File: src/rtl/sram_pkg.sv
// Shared constants for the 32K x 8 synchronous SRAM and its burst front-end.
package sram_pkg;

    localparam int ADDR_W = 15;
    localparam int DATA_W = 8;
    localparam int LEN_W  = 8;

    localparam logic [1:0] IDLE  = 2'd0;
    localparam logic [1:0] WRITE = 2'd1;
    localparam logic [1:0] READ  = 2'd2;
    localparam logic [1:0] DRAIN = 2'd3;

    localparam logic RW_WRITE = 1'b1;
    localparam logic RW_READ  = 1'b0;

    // Address increment wraps naturally at the top of the SRAM.
    function automatic logic [ADDR_W-1:0] addr_inc(input logic [ADDR_W-1:0] a);
        return a + 1'b1;
    endfunction

endpackage

File: src/rtl/sram_burst_ctrl_if.sv
// Request, write-stream, read-stream and SRAM pin bundle for sram_burst_ctrl.
interface sram_burst_ctrl_if;
    import sram_pkg::*;

    logic              Req_valid;
    logic              Req_ready;
    logic              Req_rw;
    logic [ADDR_W-1:0] Req_addr;
    logic [LEN_W-1:0]  Req_len;
    logic [DATA_W-1:0] Wr_data;
    logic              Wr_valid;
    logic              Wr_ready;
    logic [DATA_W-1:0] Rd_data;
    logic              Rd_valid;
    logic              Done;
    logic              Mem_en;
    logic              Mem_rw;
    logic [ADDR_W-1:0] Mem_addr;
    logic [DATA_W-1:0] Mem_wdata;
    logic [DATA_W-1:0] Mem_rdata;

    // Master is the requester plus the SRAM data return.
    modport master (
        output Req_valid, Req_rw, Req_addr, Req_len, Wr_data, Wr_valid, Mem_rdata,
        input  Req_ready, Wr_ready, Rd_data, Rd_valid, Done,
               Mem_en, Mem_rw, Mem_addr, Mem_wdata
    );

    modport slave (
        input  Req_valid, Req_rw, Req_addr, Req_len, Wr_data, Wr_valid, Mem_rdata,
        output Req_ready, Wr_ready, Rd_data, Rd_valid, Done,
               Mem_en, Mem_rw, Mem_addr, Mem_wdata
    );

endinterface

File: src/rtl/sram_burst_ctrl.sv
// Burst sequencer: turns one read/write burst request into per-byte SRAM
// accesses and returns read bytes one cycle after issue.
module sram_burst_ctrl
    import sram_pkg::*;
(
    input  logic              Clk,
    input  logic              Rst,
    sram_burst_ctrl_if.slave  bus
);

    logic [1:0]        state_reg,   state_next;
    logic [ADDR_W-1:0] addr_reg,    addr_next;
    logic [LEN_W-1:0]  count_reg,   count_next;
    logic              rd_pend_reg, rd_pend_next;
    logic              done_reg,    done_next;
    logic              wr_fire;
    logic              rd_issue;
    logic              active;
    logic [DATA_W-1:0] rd_data;

    assign wr_fire  = (state_reg == WRITE) && bus.Wr_valid;
    assign rd_issue = (state_reg == READ);
    assign active   = (state_reg == WRITE) || (state_reg == READ);

    always_comb begin
        state_next   = state_reg;
        addr_next    = addr_reg;
        count_next   = count_reg;
        rd_pend_next = 1'b0;
        done_next    = 1'b0;
        case (state_reg)
            IDLE: begin
                if (bus.Req_valid) begin
                    addr_next  = bus.Req_addr;
                    count_next = bus.Req_len;
                    state_next = (bus.Req_rw == RW_WRITE) ? WRITE : READ;
                end
            end
            WRITE: begin
                if (bus.Wr_valid) begin
                    addr_next = addr_inc(addr_reg);
                    if (count_reg == '0) begin
                        state_next = IDLE;
                        done_next  = 1'b1;
                    end else begin
                        count_next = count_reg - 1'b1;
                    end
                end
            end
            READ: begin
                rd_pend_next = 1'b1;
                addr_next    = addr_inc(addr_reg);
                if (count_reg == '0) begin
                    state_next = DRAIN;
                end else begin
                    count_next = count_reg - 1'b1;
                end
            end
            default: state_next = IDLE;
        endcase
    end

    always_ff @(posedge Clk) begin
        if (Rst) begin
            state_reg   <= IDLE;
            addr_reg    <= '0;
            count_reg   <= '0;
            rd_pend_reg <= 1'b0;
            done_reg    <= 1'b0;
        end else begin
            state_reg   <= state_next;
            addr_reg    <= addr_next;
            count_reg   <= count_next;
            rd_pend_reg <= rd_pend_next;
            done_reg    <= done_next;
        end
    end

    // Handshakes are withheld during reset so nothing is consumed and lost.
    assign bus.Req_ready = !Rst && (state_reg == IDLE);
    assign bus.Wr_ready  = !Rst && (state_reg == WRITE);

    assign bus.Mem_en    = !Rst && (wr_fire || rd_issue);
    assign bus.Mem_rw    = !Rst && (state_reg == WRITE);
    assign bus.Mem_addr  = (!Rst && active) ? addr_reg : '0;
    assign bus.Mem_wdata = (!Rst && (state_reg == WRITE)) ? bus.Wr_data : '0;

    // SRAM output is only meaningful the cycle after a read issue.
    for (genvar gi = 0; gi < DATA_W; gi++) begin : g_rd_mask
        assign rd_data[gi] = bus.Mem_rdata[gi] & rd_pend_reg;
    end

    assign bus.Rd_valid = rd_pend_reg;
    assign bus.Rd_data  = rd_data;
    // Read completion coincides with the last returned byte in DRAIN.
    assign bus.Done     = done_reg || (state_reg == DRAIN);

endmodule

File: src/flat_wrapper.sv
// flat-port wrapper written by rule: the top's interface ports become plain ports
module sram_burst_ctrl_flat import sram_pkg::*;
  (Clk, Rst, bus_Req_valid, bus_Req_rw, bus_Req_addr, bus_Req_len, bus_Wr_data, bus_Wr_valid, bus_Mem_rdata, bus_Req_ready, bus_Wr_ready, bus_Rd_data, bus_Rd_valid, bus_Done, bus_Mem_en, bus_Mem_rw, bus_Mem_addr, bus_Mem_wdata);
  sram_burst_ctrl_if bus_i ();
  input  logic Clk;
  input  logic Rst;
  input wire logic [$bits(bus_i.Req_valid)-1:0] bus_Req_valid;
  input wire logic [$bits(bus_i.Req_rw)-1:0] bus_Req_rw;
  input wire logic [$bits(bus_i.Req_addr)-1:0] bus_Req_addr;
  input wire logic [$bits(bus_i.Req_len)-1:0] bus_Req_len;
  input wire logic [$bits(bus_i.Wr_data)-1:0] bus_Wr_data;
  input wire logic [$bits(bus_i.Wr_valid)-1:0] bus_Wr_valid;
  input wire logic [$bits(bus_i.Mem_rdata)-1:0] bus_Mem_rdata;
  output wire logic [$bits(bus_i.Req_ready)-1:0] bus_Req_ready;
  output wire logic [$bits(bus_i.Wr_ready)-1:0] bus_Wr_ready;
  output wire logic [$bits(bus_i.Rd_data)-1:0] bus_Rd_data;
  output wire logic [$bits(bus_i.Rd_valid)-1:0] bus_Rd_valid;
  output wire logic [$bits(bus_i.Done)-1:0] bus_Done;
  output wire logic [$bits(bus_i.Mem_en)-1:0] bus_Mem_en;
  output wire logic [$bits(bus_i.Mem_rw)-1:0] bus_Mem_rw;
  output wire logic [$bits(bus_i.Mem_addr)-1:0] bus_Mem_addr;
  output wire logic [$bits(bus_i.Mem_wdata)-1:0] bus_Mem_wdata;
  assign bus_i.Req_valid = bus_Req_valid;
  assign bus_i.Req_rw = bus_Req_rw;
  assign bus_i.Req_addr = bus_Req_addr;
  assign bus_i.Req_len = bus_Req_len;
  assign bus_i.Wr_data = bus_Wr_data;
  assign bus_i.Wr_valid = bus_Wr_valid;
  assign bus_i.Mem_rdata = bus_Mem_rdata;
  assign bus_Req_ready = bus_i.Req_ready;
  assign bus_Wr_ready = bus_i.Wr_ready;
  assign bus_Rd_data = bus_i.Rd_data;
  assign bus_Rd_valid = bus_i.Rd_valid;
  assign bus_Done = bus_i.Done;
  assign bus_Mem_en = bus_i.Mem_en;
  assign bus_Mem_rw = bus_i.Mem_rw;
  assign bus_Mem_addr = bus_i.Mem_addr;
  assign bus_Mem_wdata = bus_i.Mem_wdata;
  sram_burst_ctrl u_core (.Clk(Clk), .Rst(Rst), .bus(bus_i));
endmodule
File: config.mk
export PLATFORM = sky130hd
export DESIGN_NAME = sram_burst_ctrl_flat
export DESIGN_NICKNAME = d
export VERILOG_FILES = /design/src/rtl/sram_pkg.sv /design/src/rtl/sram_burst_ctrl_if.sv /design/src/rtl/sram_burst_ctrl.sv /design/src/flat_wrapper.sv
export SDC_FILE = /design/constraint.sdc
export NUM_CORES = 1
export LEC_CHECK = 0
export BUFFER_PORTS_ARGS = -buffer_cell sky130_fd_sc_hd__buf_4
export CAP_MARGIN = 20
export CORE_UTILIZATION = 49
export CTS_CLUSTER_SIZE = 25
export DETAILED_ROUTE_END_ITERATION = 8
export GPL_TIMING_DRIVEN = 1
export PLACE_DENSITY = 0.81
export SKIP_CTS_REPAIR_TIMING = 1
export SYNTH_ARGS = -nofsm -noshare
export SYNTH_HDL_FRONTEND = slang
export SYNTH_SLANG_ARGS = --single-unit
File: constraint.sdc
create_clock -name Clk -period 2.81 [get_ports Clk]
set_input_delay 0.562 -clock Clk [delete_from_list [all_inputs] [get_ports Clk]]
set_output_delay 0.562 -clock Clk [all_outputs]
set_load 0.005 [all_outputs]
# Yosys cells after proc, flatten, opt, wreduce, memory -nomap -nowiden
# Cells that the tools add are included.
word_totals:
  reg_bits: 27
  in_bits: 44
  out_inout_bits: 37
  elab_cells: 56
classes:
  n_addsub: 2
  eq_ne: 7
  n_mux: 17
  bitwise: 10
  n_reduce_logical: 15
ops:
  columns: ["cell", "n"]
  rows:
  - ["$mux W15", 3]
  - ["$pmux W15 S3", 1]
  - ["$mux W8", 4]
  - ["$pmux W8 S3", 1]
  - ["$add A15 B1 Y15 const B", 1]
  - ["$mux W2", 5]
  - ["$and A1 B1 Y1", 8]
  - ["$logic_not A8 Y1", 1]
  - ["$ne A2 B2 Y1 const B", 4]
  - ["$sub A8 B1 Y8 const B", 1]
  - ["$pmux W2 S3", 1]
  - ["$logic_and A1 B1 Y1", 5]
  - ["$eq A2 B2 Y1 const B", 2]
  - ["$reduce_and A4 Y1", 1]
  - ["$logic_or A1 B1 Y1", 3]
  - ["$reduce_and A3 Y1", 1]
  - ["$reduce_bool A3 Y1", 1]
  - ["$reduce_or A3 Y1", 1]
  - ["$eq A2 B1 Y1 const B", 1]
  - ["$logic_not A2 Y1", 1]
  - ["$mux W1", 2]
  - ["$not A1 Y1", 2]
  - ["$logic_not A1 Y1", 1]

# Longest topological paths before layout
logic_depth:
  word_depth: 4
  mapped_depth: 8

# Worst setup path before layout
# OpenSTA, ideal clock, no wires.
synth_timing:
  path_type: "reg2out"
  from: "reg u_core.state_reg[0]"
  to: "out bus_Mem_addr[0]"
  arrival_ns: 1.663
  slack_ns: 0.585
  path_stages_with_launch: 7
  n_path_buf: 2
  cell_sequence: "dfxtp_1 > inv_1 > ha_1 > clkbuf_1 > nor2b_1 > clkbuf_1 > and2_1"
synth_via:
  elab_chain_len: 4
  word_cells_on_any_way: 5
  classes_between: "eq/ne: 2; mux: 1; reduce/logical: 2"
synth_rtl:
  columns: ["element", "line_no", "source"]
  rows:
  - ["from (decl)", "sram_burst_ctrl.sv:11", "logic [1:0] state_reg, state_next;"]
  - ["from (signal assigned)", "sram_burst_ctrl.sv:71", "state_reg <= state_next;"]
  - ["$eq A2 B1 Y1 / $eq A2 B2 Y1 (equally long branches)", "sram_burst_ctrl.sv:23", "assign active = (state_reg == WRITE) || (state_reg == READ);"]
  - ["$logic_or A1 B1 Y1 (*)", "sram_burst_ctrl.sv:23", null]
  - ["$logic_and A1 B1 Y1 (*)", "sram_burst_ctrl.sv:85", "assign bus.Mem_addr = (!Rst && active) ? addr_reg : '0;"]
  - ["$mux W15 (*)", "sram_burst_ctrl.sv:85", null]
  - ["to (decl)", "flat_wrapper.sv:21", "output wire logic [$bits(bus_i.Mem_addr)-1:0] bus_Mem_addr;"]
# Mark *: on every way between the ends. The rest lies on a longest branch, timed or not.

# Worst setup path in the final report
layout_timing:
  from: "reg u_core.state_reg[0]"
  to: "out bus_Mem_addr[5]"
# Same word-level chain as after synthesis.

==> metrics.md <==
| Metric | Value |
|---|---|
| CTS root buf | `clkbuf_8` |
| Reg area | `541 µm²` |
| Power Dens Cells | `880 mW/mm²` |
| Largest register FFs | `15` |
| Clk pwr share | `9.4%` |
| CP Class | `flip-flop to output port` |
| Unique cell type count in the Yosys netlist | `50` |
| Cell Int Power | `1.25 mW` |
| Leakage | `1.15 nW` |
| #FFs+latches synth | `27` |
| Min Hold Slack | `484 ps` |
| CTS Buf Count | `3` |
| Ys Warns | `0` |
| TritonCTS clock tree | `built` |
| Congestion Overflow GR | `0` |
| Share of cells above drive strength 1 | `28.6%` |
| Antenna violations before repair | `0` |
| DR iter-0 viols | `172` |
| Synth Instances | `272` |
| Clock skew | `5.70 ps` |
| Drt drc | `0` |
| Io pins | `81` |
| Logic pwr share | `59.9%` |
| Synthesized area | `0.00201 mm²` |
| Synth area leader | `dfxtp_1` |
| Hold WC Path Type | `flip-flop to flip-flop` |
| Die area | `0.00436 mm²` |
| Switching Share | `47.2%` |
| Psw | `1.12 mW` |
| Hold Vio Cnt, Final | `0` |
| Chip Width | `66.0 µm` |
| Fin Setup TNS | `0 ps` |
| Critical path startpoint category | `flip-flop` |
| ANT cells | `0` |
| Final Setup Violations | `0` |
| DR vias | `2270` |
| Max-Cap Viols | `0` |
| CTS clk-pin slew, worst paths | `100 ps` |
| Fmax | `393 MHz` |
| Crit path time final | `2540 ps` |
| RSZ-0062 raised after global routing | `false` |
| Crit path capture type | `output port` |
| EDFF count, synth | `0` |
| I/O Buffers | `80` |
| Relative slew slack | `62.7%` |
| First-pass GRT wire length | `9210 µm` |
| Worst Max-Slew Pin Slew | `559 ps` |
| Synth Net Count | `323` |
| Clock tree buffer depth | `2` |
| # fillers | `361` |
| Final wirelength | `5680 µm` |
| Clk_lat worst skew | `270 ps` |
| Top FF cell, synth | `dfxtp_1` |
| Seq pwr share | `30.7%` |
| VDD IR max | `623 µV` |
| Worst endpoint required time | `2250 ps` |
| Site Rows | `22` |
| Post-route clock period utilization | `90.5%` |
| Final HPWL DP | `4200 µm` |
| Avg Cell Area, Syn | `7.38 µm²` |
| Leading post-synthesis cells by cell area | `dfxtp_1 27%, and2_1 8.7%, o21ai_0 4.7%` |
| Vias in the first global route | `2050` |
| Pin count of the biggest net entering global routing | `36` |
| Status | `finished, final reports clean` |
| H-tree levels | `1` |
| DR pass1 iterations | `4` |
| Antenna viol nets, final | `0` |
| Seq/Total Area, Yosys | `26.9%` |
| Core Box Area | `0.00380 mm²` |
| Routability Congestion | `0.903` |
| Initial core utilization | `52.9%` |
| Share of the synthesized area in the top cell type | `26.9%` |
| # clock sinks | `27` |
| Via density | `5.81` |
| CP arrival | `1980 ps` |
| Fin nets | `395` |
| Synth async-reset ratio | `0%` |
| Multi-input gate area | `0.00135 mm²` |
| Area Growth Syn to Fin | `33.8%` |
| GRT Overall Usage | `26.8%` |
| Drt wl/cell | `14.5 µm` |
| Slew Viols, Final | `0` |
| Worst Path Max Fanout | `29` |
| Die H | `66.0 µm` |
[area by class of cell]
type / instances / area share, %
Clock inverter: 1 / 0.186
Timing Repair Buffer: 86 / 24.0
Clock buffer: 3 / 1.54
Multi-Input combinational cell: 214 / 50.2
Tap cell: 48 / 2.24
Sequential cell: 27 / 20.1
Inverter: 12 / 1.68
[worst paths after layout]
path | from | depth (start not counted) | to | slack [ps]
worst max-delay path | u_core.state_reg[0] | 6 | bus_Mem_addr[5] | 270
worst min-delay path | u_core.count_reg[5] | 2 | u_core.count_reg[5] | 480
worst max register to register | u_core.state_reg[0] | 8 | u_core.count_reg[7] | 490
worst min register to register | u_core.count_reg[5] | 2 | u_core.count_reg[5] | 480
[routing by layer]
layer	GRT usage (%)	up-vias	wire length, µm
li1	-	1133	-
met1	35.5	1042	2520
met2	44.5	91	2680
met3	5.00	4	448
met4	6.65	0	33
met5	0	-	0
[cells in the mapped netlist, types with 8 or more instances]
cell type,number
nor3_1,8
clkbuf_1,16
and2_1,28
nand3_1,12
o21ai_0,19
nand2_1,16
a21oi_1,17
nor2_1,14
nor4_1,8
inv_1,11
nor2b_1,13
dfxtp_1,27
[worst max-delay path: stages (launching register included)]
cell      delay [ps]
dfxtp_1          390
inv_1             80
ha_1             290
buf_4            300
clkinv_1         250
nor3_1           240
buf_4            150
[layout by cell type (no fill, tap or decap), types with 2 or more instances in the layout]
cell       synthesis  routed
nand2_1           16      16
o221ai_1           2       2
ha_1               7       7
o31ai_1            2       2
buf_4              1      86
or2_2              3       3
clkbuf_8           0       3
o21ai_0           19      19
o32ai_1            3       3
mux2i_1            4       4
nor3_1             8       8
nand3b_1           2       2
a32oi_1            2       2
a31oi_1            5       5
a221oi_1           2       2
nand4_1            5       5
and3_1             2       2
nor4_1             8       8
nor2_1            14      14
dfxtp_1           27      27
inv_1             11      11
a211oi_1           3       3
nand3_1           12      12
o2bb2ai_1          6       6
or3_1              3       3
a21oi_1           17      17
o211ai_1           2       2
nor2b_1           13      12
or4_1              4       4
and2_1            28      28
nand2b_1           6       6
[kinds of logic (layout without fill, tap and decap cells)]
group	count (synthesis)	after routing	synth area share (%)
mux	4	4	1.99
simple gates	131	131	37.3
compound gates	72	72	23.4
fa+ha+maj	7	7	4.36
buf+inv	31	102	6.04
flops	27	27	26.9
[power by group through the flow]
stage / clock [mW] / sequential (mW) / combinational (mW)
final: 0.222 / 0.725 / 1.42
after CTS: 0.230 / 0.717 / 1.41
after floorplan: 0 / 0.663 / 1.01
after global routing: 0.243 / 0.750 / 1.58
after global placement: 0 / 0.723 / 1.37
after detailed placement: 0 / 0.726 / 1.40
[through the flow]
step / util (%) / std cells / cell area (µm²) / setup slack (ps) / total power [mW]
finish: 70.7 / 391 / 2690 / 267 / 2.36
global route: 70.7 / 391 / 2690 / 110 / 2.57
CTS: 70.7 / 391 / 2680 / 91.3 / 2.35
detailed placement: 69.4 / 387 / 2640 / 420 / 2.12
global placement: 69.4 / 387 / 2640 / 496 / 2.09
floorplan: - / 272 / 2010 / 585 / 1.68
No activity file was read; power rests on OpenSTA's default activity.
